**src/rtl/count_cmd_sequencer_if.sv**
```systemverilog
// Command handshake bundle between a producer of count targets and the sequencer.
// The producer drives valid/value; the sequencer answers with ready.
`timescale 1ns/1ps
interface count_cmd_sequencer_if #(
  parameter int W = 3
);
  logic         cmd_valid;
  logic         cmd_ready;
  logic [W-1:0] cmd_value;

  modport master (
    output cmd_valid,
    output cmd_value,
    input  cmd_ready
  );

  modport slave (
    input  cmd_valid,
    input  cmd_value,
    output cmd_ready
  );
endinterface

```
**src/rtl/count_cmd_sequencer.sv**
```systemverilog
// Buffers count targets in a small FIFO and drives them one at a time into a
// load/count-down counter: load, settle, then count until done or timeout.
`timescale 1ns/1ps
module count_cmd_sequencer #(
  parameter int W       = 3,
  parameter int DEPTH   = 4,
  parameter int TIMEOUT = 16,
  parameter int TALLY_W = 8
) (
  input  logic                     clk,
  input  logic                     reset_n,
  count_cmd_sequencer_if.slave     cmd,
  input  logic                     flush,
  output logic [W-1:0]             cnt_count_to,
  output logic                     cnt_load,
  output logic                     cnt_count_en,
  input  logic                     cnt_done,
  output logic                     busy,
  output logic                     run_done,
  output logic [TALLY_W-1:0]       tally,
  output logic [$clog2(DEPTH):0]   fifo_level,
  output logic                     timeout_err
);

  localparam int AW = $clog2(DEPTH);
  localparam int LW = AW + 1;
  localparam int TW = $clog2(TIMEOUT + 1);

  typedef enum logic [1:0] {
    S_IDLE   = 2'd0,
    S_LOAD   = 2'd1,
    S_SETTLE = 2'd2,
    S_RUN    = 2'd3
  } state_t;

  state_t               state_q, state_d;
  logic [W-1:0]         target_q, target_d;
  logic [TW-1:0]        timer_q, timer_d;
  logic [TALLY_W-1:0]   tally_q, tally_d;
  logic                 run_done_q, run_done_d;
  logic                 err_q, err_d;
  logic [AW-1:0]        wr_ptr_q, wr_ptr_d;
  logic [AW-1:0]        rd_ptr_q, rd_ptr_d;
  logic [LW-1:0]        level_q, level_d;
  logic [W-1:0]         mem_q [DEPTH];

  logic                 fifo_full;
  logic                 fifo_empty;
  logic                 push;
  logic                 pop;
  logic [W-1:0]         head;

  // A full FIFO refuses pushes even when a pop happens in the same cycle.
  assign fifo_full     = (level_q == LW'(DEPTH));
  assign fifo_empty    = (level_q == '0);
  assign cmd.cmd_ready = !fifo_full;
  assign push          = cmd.cmd_valid && !fifo_full && !flush;
  assign head          = mem_q[rd_ptr_q];

  // Sequencing FSM: next state, target capture, timeout and tally.
  always_comb begin
    state_d    = state_q;
    target_d   = target_q;
    timer_d    = timer_q;
    tally_d    = tally_q;
    err_d      = err_q;
    run_done_d = 1'b0;
    pop        = 1'b0;

    if (flush) begin
      state_d = S_IDLE;
      timer_d = '0;
    end else begin
      case (state_q)
        S_IDLE: begin
          if (!fifo_empty) begin
            pop = 1'b1;
            if (head != '0) begin
              target_d = head;
              state_d  = S_LOAD;
            end else begin
              // A zero target is already "counted out": report it without touching the counter.
              run_done_d = 1'b1;
              tally_d    = tally_q + 1'b1;
            end
          end
        end
        S_LOAD: begin
          timer_d = '0;
          state_d = S_SETTLE;
        end
        S_SETTLE: begin
          // cnt_done is ignored here so a level left over from the previous run cannot end this one.
          state_d = S_RUN;
        end
        S_RUN: begin
          if (cnt_done) begin
            state_d    = S_IDLE;
            run_done_d = 1'b1;
            tally_d    = tally_q + 1'b1;
          end else if (timer_q == TW'(TIMEOUT - 1)) begin
            state_d = S_IDLE;
            err_d   = 1'b1;
          end else begin
            timer_d = timer_q + 1'b1;
          end
        end
        default: state_d = S_IDLE;
      endcase
    end
  end

  // FIFO pointer and occupancy bookkeeping.
  always_comb begin
    wr_ptr_d = wr_ptr_q;
    rd_ptr_d = rd_ptr_q;
    level_d  = level_q;

    if (flush) begin
      wr_ptr_d = '0;
      rd_ptr_d = '0;
      level_d  = '0;
    end else begin
      if (push) wr_ptr_d = wr_ptr_q + 1'b1;
      if (pop)  rd_ptr_d = rd_ptr_q + 1'b1;
      case ({push, pop})
        2'b10:   level_d = level_q + 1'b1;
        2'b01:   level_d = level_q - 1'b1;
        default: level_d = level_q;
      endcase
    end
  end

  always_ff @(posedge clk or negedge reset_n) begin
    if (!reset_n) begin
      state_q    <= S_IDLE;
      target_q   <= '0;
      timer_q    <= '0;
      tally_q    <= '0;
      run_done_q <= 1'b0;
      err_q      <= 1'b0;
      wr_ptr_q   <= '0;
      rd_ptr_q   <= '0;
      level_q    <= '0;
    end else begin
      state_q    <= state_d;
      target_q   <= target_d;
      timer_q    <= timer_d;
      tally_q    <= tally_d;
      run_done_q <= run_done_d;
      err_q      <= err_d;
      wr_ptr_q   <= wr_ptr_d;
      rd_ptr_q   <= rd_ptr_d;
      level_q    <= level_d;
    end
  end

  // Storage needs no reset: an entry is only read once the level says it was written.
  always_ff @(posedge clk) begin
    if (push) mem_q[wr_ptr_q] <= cmd.cmd_value;
  end

  assign cnt_count_to = target_q;
  assign cnt_load     = (state_q == S_LOAD);
  assign cnt_count_en = (state_q == S_RUN);
  assign busy         = (state_q != S_IDLE);
  assign run_done     = run_done_q;
  assign tally        = tally_q;
  assign fifo_level   = level_q;
  assign timeout_err  = err_q;

endmodule

```
**src/flat_wrapper.sv**
```systemverilog
// flat-port wrapper written by rule: the top's interface ports become plain ports
module count_cmd_sequencer_flat 
#(
  parameter int W       = 3,
  parameter int DEPTH   = 4,
  parameter int TIMEOUT = 16,
  parameter int TALLY_W = 8
)
  (clk, reset_n, flush, cnt_count_to, cnt_load, cnt_count_en, cnt_done, busy, run_done, tally, fifo_level, timeout_err, cmd_cmd_valid, cmd_cmd_value, cmd_cmd_ready);
  count_cmd_sequencer_if #(.W(W)) cmd_i ();
  input  logic clk;
  input  logic reset_n;
  input  logic flush;
  output logic [W-1:0] cnt_count_to;
  output logic cnt_load;
  output logic cnt_count_en;
  input  logic cnt_done;
  output logic busy;
  output logic run_done;
  output logic [TALLY_W-1:0] tally;
  output logic [$clog2(DEPTH):0] fifo_level;
  output logic timeout_err;
  input wire logic [$bits(cmd_i.cmd_valid)-1:0] cmd_cmd_valid;
  input wire logic [$bits(cmd_i.cmd_value)-1:0] cmd_cmd_value;
  output wire logic [$bits(cmd_i.cmd_ready)-1:0] cmd_cmd_ready;
  assign cmd_i.cmd_valid = cmd_cmd_valid;
  assign cmd_i.cmd_value = cmd_cmd_value;
  assign cmd_cmd_ready = cmd_i.cmd_ready;
  count_cmd_sequencer #(.W(W), .DEPTH(DEPTH), .TIMEOUT(TIMEOUT), .TALLY_W(TALLY_W)) u_core (.clk(clk), .reset_n(reset_n), .cmd(cmd_i), .flush(flush), .cnt_count_to(cnt_count_to), .cnt_load(cnt_load), .cnt_count_en(cnt_count_en), .cnt_done(cnt_done), .busy(busy), .run_done(run_done), .tally(tally), .fifo_level(fifo_level), .timeout_err(timeout_err));
endmodule
```
**config.mk**
```make
export PLATFORM = sky130hd
export DESIGN_NAME = count_cmd_sequencer_flat
export DESIGN_NICKNAME = d
export VERILOG_FILES = /design/src/rtl/count_cmd_sequencer_if.sv /design/src/rtl/count_cmd_sequencer.sv /design/src/flat_wrapper.sv
export SDC_FILE = /design/constraint.sdc
export NUM_CORES = 1
export LEC_CHECK = 0
export ABC_AREA = 1
export ABC_CLOCK_PERIOD_IN_PS = 3300
export CAP_MARGIN = 5
export CORE_MARGIN = 3
export CORE_UTILIZATION = 40
export DETAILED_ROUTE_END_ITERATION = 12
export PLACE_DENSITY = 0.71
export SETUP_SLACK_MARGIN = 0.2
export SLEW_MARGIN = 5
export SYNTH_ARGS = -nofsm -noshare
export SYNTH_HDL_FRONTEND = slang
export SYNTH_SLANG_ARGS = --single-unit
```
**constraint.sdc**
```tcl
create_clock -name clk -period 3.3 [get_ports clk]
set_input_delay 0.66 -clock clk [delete_from_list [all_inputs] [get_ports clk]]
set_output_delay 0.66 -clock clk [all_outputs]
set_load 0.02 [all_outputs]
```
======== After elaboration in Yosys (flattened, before gate mapping) ========
Memories as Yosys holds them, arrays and structs flattened.
Index checks and enable logic that the tools add are counted.
operators by class
  add/sub/neg operators ................... 6
  equal/unequal tests ..................... 15
  mux-type cells .......................... 30
  bitwise logic cells ..................... 3
  reduce and logical (&&, ||, !) cells .... 18
operator list
  cell                                                             count
  8-bit 2-to-1 mux                                                 3
  2-bit 2-to-1 mux                                                 9
  8-bit case mux with 2 select lines                               1
  5-bit 2-to-1 mux                                                 3
  5-bit case mux with 2 select lines                               1
  1-bit 2-to-1 mux                                                 9
  3-bit != test, second input constant                             3
  3-bit nonzero test                                               3
  8-bit by 1-bit adder with 8-bit output, second input constant    1
  2-bit case mux with 4 select lines                               1
  4-bit AND reduction                                              2
  2-bit nonzero test                                               4
  2-bit == test, second input constant                             3
  3-bit case mux with 2 select lines                               1
  3-bit AND reduction                                              2
  5-bit by 1-bit adder with 5-bit output, second input constant    1
  5-bit by 4-bit == test with 1-bit output, second input constant  1
  5-bit AND reduction                                              1
  2-bit by 1-bit adder with 2-bit output, second input constant    2
  2-bit by 1-bit == test with 1-bit output, second input constant  2
  2-bit != test, second input constant                             2
  4-bit by 2-bit != test with 1-bit output, second input constant  1
  3-bit by 1-bit adder with 3-bit output, second input constant    1
  3-bit == test, second input constant                             1
  other kinds (10)                                                 14
word-level totals
  bits in registers ....................... 27
  bits in writable memories ............... 12
  input port bits ......................... 8
  output and inout port bits .............. 20
  word-level logic and storage cells ...... 82
  memories ................................ 1
memory list
  memory        depth  width  read ports  clocked after Yosys merged registers in  write ports  line                       source
  u_core.mem_q  4      3      1           0                                        1            count_cmd_sequencer.sv:45  logic [W-1:0] mem_q [DEPTH];

======== Longest topological paths before layout ========
  depth in word-level cells ............... 7
  depth in mapped cells ................... 11
  gate-level depth less buffers ........... 11

======== Worst setup path after synthesis ========
OpenSTA, ideal clock, no wires.
  path type ............................... reg2reg
  start point ............................. register u_core.level_q[0], in the netlist u_core.fifo_level[0]
  end point ............................... register u_core.level_q[2], in the netlist u_core.fifo_level[2]
  setup time .............................. 0.121 ns
  arrival ................................. 1.842 ns
  data required time ...................... 3.179 ns
  setup slack ............................. 1.337 ns
  stages on the path, launching flop included .. 11
  buffers on the path ..................... 0
  clock period less this slack ............ 1.963 ns
  cells stage by stage .................... dfrtp_1 -> nor2_2 -> nand2_1 -> nand2_2 -> nand2_2 -> inv_1 -> fa_1 -> xnor2_1 -> xor2_1 -> nand2_1 -> o21ai_1
on the way
  longest elaborated chain between the ends .. 7
  elaborated cells on any way between the ends .. 15
  classes of those cells .................. add/sub (2); eq/ne (3); mux (5); reduce/logical (5)
RTL lines
  what                                                                              line                        source
  from (decl)                                                                       count_cmd_sequencer.sv:44   logic [LW-1:0] level_q, level_d;
  from (signal assigned)                                                            count_cmd_sequencer.sv:154  level_q <= level_d;
  3-bit == test *                                                                   count_cmd_sequencer.sv:54   assign fifo_full = (level_q == LW'(DEPTH));
  1-bit logical NOT *                                                               n/a
  via cmd_cmd_ready                                                                 flat_wrapper.sv:25          output wire logic [$bits(cmd_i.cmd_ready)-1:0] cmd_cmd_ready;
  1-bit logical AND * (2 in series)                                                 count_cmd_sequencer.sv:57   assign push = cmd.cmd_valid && !fifo_full && !flush;
  2-bit by 1-bit == test with 1-bit output / 2-bit == test (equally long branches)  count_cmd_sequencer.sv:126  case ({push, pop})
  3-bit case mux with 2 select lines                                                count_cmd_sequencer.sv:126
  3-bit 2-to-1 mux                                                                  count_cmd_sequencer.sv:119  if (flush) begin
Mark *: on every way through the listed nets, which the timed path passes. The rest lies on a longest branch.
A chain may end at the register's enable or synchronous reset.

======== Worst setup path after layout ========
  start point ............................. register u_core.state_q[0]
  end point ............................... output port busy
on the way
  longest elaborated chain between the ends .. 1
RTL lines
  what                    line                        source
  from (decl)             count_cmd_sequencer.sv:36   state_t state_q, state_d;
  from (signal assigned)  count_cmd_sequencer.sv:146  state_q <= state_d;
  2-bit nonzero test      count_cmd_sequencer.sv:166  assign busy = (state_q != S_IDLE);
  to (decl)               flat_wrapper.sv:18          output logic busy;
No other way between the ends.

==> flow_summary.yaml <==
clock_network:
  cts-root-buf: "clkbuf_8"
  cts_resized: 0
  cts_tree: "yes"
  cts.sinks: 39
  cts_setup_buffers: 0
  hold_buffers: 0
  htree_levels: 2
  max-clock-path-buffers: 2
  path_clk_slew_ps: 80
  clk_latency_ps: 290
  cts_buffers: 5
pwr:
  powerDensity_mw_per_mm2: 784
  peakVddDrop_mv: 0.423
  leakage_nw: 1.13
global_routing:
  grt_pass1_vias: 1501
  grt_max_degree: 28
  grt_pass1_wl_um: 6710
  grt_overflow: 0
  antenna_found_initial: 0
  grt_use_total_pct: 13.9
placed_design:
  place_ws_ps: 841
  dpl.hpwl_um: 2840
  post_dp_cell_area_mm2: 0.00242
  post-place-cells: 322
  port_buffers: 27
  gp_congestion: 0.773
sta:
  slew_headroom_pct: 76.5
  setup_tns_ps: 0
  timing.final.ws_setup_ps: 741
  worst_pin_slew_ps: 352
  post-route-period-util_pct: 77.5
  slew_violations: 0
  period_minus_slack_ps: 2560
  finalSetupViolCount: 0
  hold_viol: 0
  rsz0062_at_grt: "no"
  max_freq_ghz: 0.391
  skew_ps: 8.79
finish:
  multi_input_area_um2: 916
  post-route-cell-area_mm2: 0.00251
  ff_latch_area_mm2: 0.00104
  nFillCells: 449
  antenna_cells: 0
  syn_to_final_growth_pct: 21.7
  final_nets: 283
  final_cells: 330
  drive_above_1_share_pct: 10.6
min_path:
  hold_path.class: "flip-flop to flip-flop"
  hold_path.startpoint: "u_core.cnt_count_to[1]"
  whs_path_depth: 2
  hold_end: "u_core.cnt_count_to[1]"
die:
  initial_core_util_pct: 42.6
  core-area_mm2: 0.00485
  dieArea_mm2: 0.00606
  die_h_um: 77.9
  die_x_um: 77.9
  io_pins: 28
  rows: 25
synthesis:
  ys.warnings.count: 0
  yosysTopAreaCell: "dfrtp_1"
  synth.ff_latch_count: 39
  synthFlopType: "dfrtp_1"
  synth_nets: 249
  avgSynthCellArea_um2: 9.06
  ys_types: 25
  async_reset_ff_share_pct: 69.2
  synth_area_mm2: 0.00207
  seq_area_frac_synth_pct: 50.2
  synth_area_leaders: "dfrtp_1, edfxtp_1, nand2_1"
  netlist_top_cells_count: "nand2_1, dfrtp_1, inv_1"
  synth.most_common_cell: "nand2_1"
  synth_edf_count: 12
  syn_inst: 228
  synth_top_area_share_pct: 32.7
routing:
  ant_nets: 0
  wl_per_cell_um: 11.5
  dr.pass1.iters: 4
  drc: 0
  drt_iter0_markers: 62
  vias: 1578
  drt_wl_total_um: 3780
  routed_via_density: 4.78
worst_setup_path:
  worstPathMaxFanout: 5
  crit_chain: "inv_1 -> ha_1 -> inv_1 -> clkdlybuf4s50_1"
  slowest_delay_ps: 630
  r2r_cells: 11
  critPathKind: "flip-flop to primary output"
  cp.buffers_inverters: 3
  cp.required_ps: 2640
  worstPathArrival_ps: 1900
  path_delay_family: "buffers and inverters"
  reg2reg_to: "u_core.fifo_level[2]"
  critPathLaunchType: "flip-flop"
  crit_path_end_kind: "primary output"
  r2r_slack_ps: 1150
  timing.rr.start: "u_core.state_q[0]"
  crit_slowest_cell: "clkdlybuf4s50_1"
  crit_path_frequent_cell: "inv_1"
run_status:
  status: "finished clean"
job:
  maxCapViolations: 0
==> flip-flops by register name (all words and copies together) (netlist names), 2 cells and up <==
register,cells
u_core.mem_q,12
u_core.fifo_level,3
u_core.state_q,2
u_core.timer_q,5
u_core.rd_ptr_q,2
u_core.tally,8
u_core.cnt_count_to,3
u_core.wr_ptr_q,2
==> cells by family (layout without fill, tap and decap cells) <==
kind of cell	count (synthesis)	count (layout)	synth area share [%]
AND/OR/NAND/NOR	119	119	27.4
adder cells (fa/ha/maj)	13	13	8.24
flip-flops	39	39	50.2
buffers and inverters	30	65	5.51
XOR/XNOR	7	7	2.97
AO/OA/AOI/OAI	20	20	5.69
==> worst register-to-register path, cell delays in order (launching register included) <==
cell and delay, ps:
dfrtp_1 410, inv_1 100, ha_1 300, nand2_1 200, nor2_2 70, nand2_2 100
inv_1 50, fa_1 370, xnor2_1 210, xor2_1 160, nand2_1 60, o21ai_1 60
==> worst max-delay path by stage <==
stage | startpoint | to | depth (start not counted) | slack [ps]
global placement | flush | u_core.fifo_level[2] | 9 | 880
floorplan | u_core.fifo_level[0] | u_core.fifo_level[2] | 10 | 1340
detailed placement | flush | u_core.fifo_level[2] | 9 | 840
finish | u_core.state_q[0] | busy | 4 | 740
global route | u_core.state_q[0] | busy | 4 | 670
CTS | u_core.state_q[0] | busy | 4 | 730
==> area by class of cell <==
type	instances	share of cell area (%)
Timing Repair Buffer	28	11.1
Multi-Input combinational cell	159	36.4
Tap cell	67	3.33
Clock inverter	1	0.199
Sequential cell	39	41.2
Clock buffer	7	3.43
Inverter	29	4.33
==> where the power goes <==
part           total, mW  internal [mW]  switching (mW)
Clock              0.334          0.169           0.165
Sequential         0.709          0.598           0.111
Combinational      0.928          0.366           0.563
Total               1.97           1.13           0.839
==> metrics by stage <==
step | hold slack [ps] | total power, mW | utilization, %
5_1_grt | 508 | 2.13 | 51.8
3_5_place_dp | 469 | 1.65 | 50.0
6_report | 489 | 1.97 | 51.8
3_3_place_gp | 466 | 1.64 | 50.0
2_1_floorplan | 364 | 1.34 | -
4_1_cts | 486 | 1.98 | 51.8
==> cell usage in the layout, fill, tap and decap left out, drive strengths merged, types with 12 or more instances in the layout <==
cell / n
nand2: 68
inv: 29
clkdlybuf4s50: 27
dfrtp: 27
nand3: 18
nor2: 17
o21ai: 13
ha: 12
edfxtp: 12
nand4: 12
==> routing by layer <==
metal  track usage, %  wire [um]  part of all wire (%)  vias up
met5                0          0                     0        -
met4             5.34         68                   1.8        0
met3             4.06        117                   3.1        6
met2             21.7       1740                    46       25
met1             18.2       1860                    49      730
li1                 -          -                     -      817
Note: power is estimated with default switching activity, not from simulation.
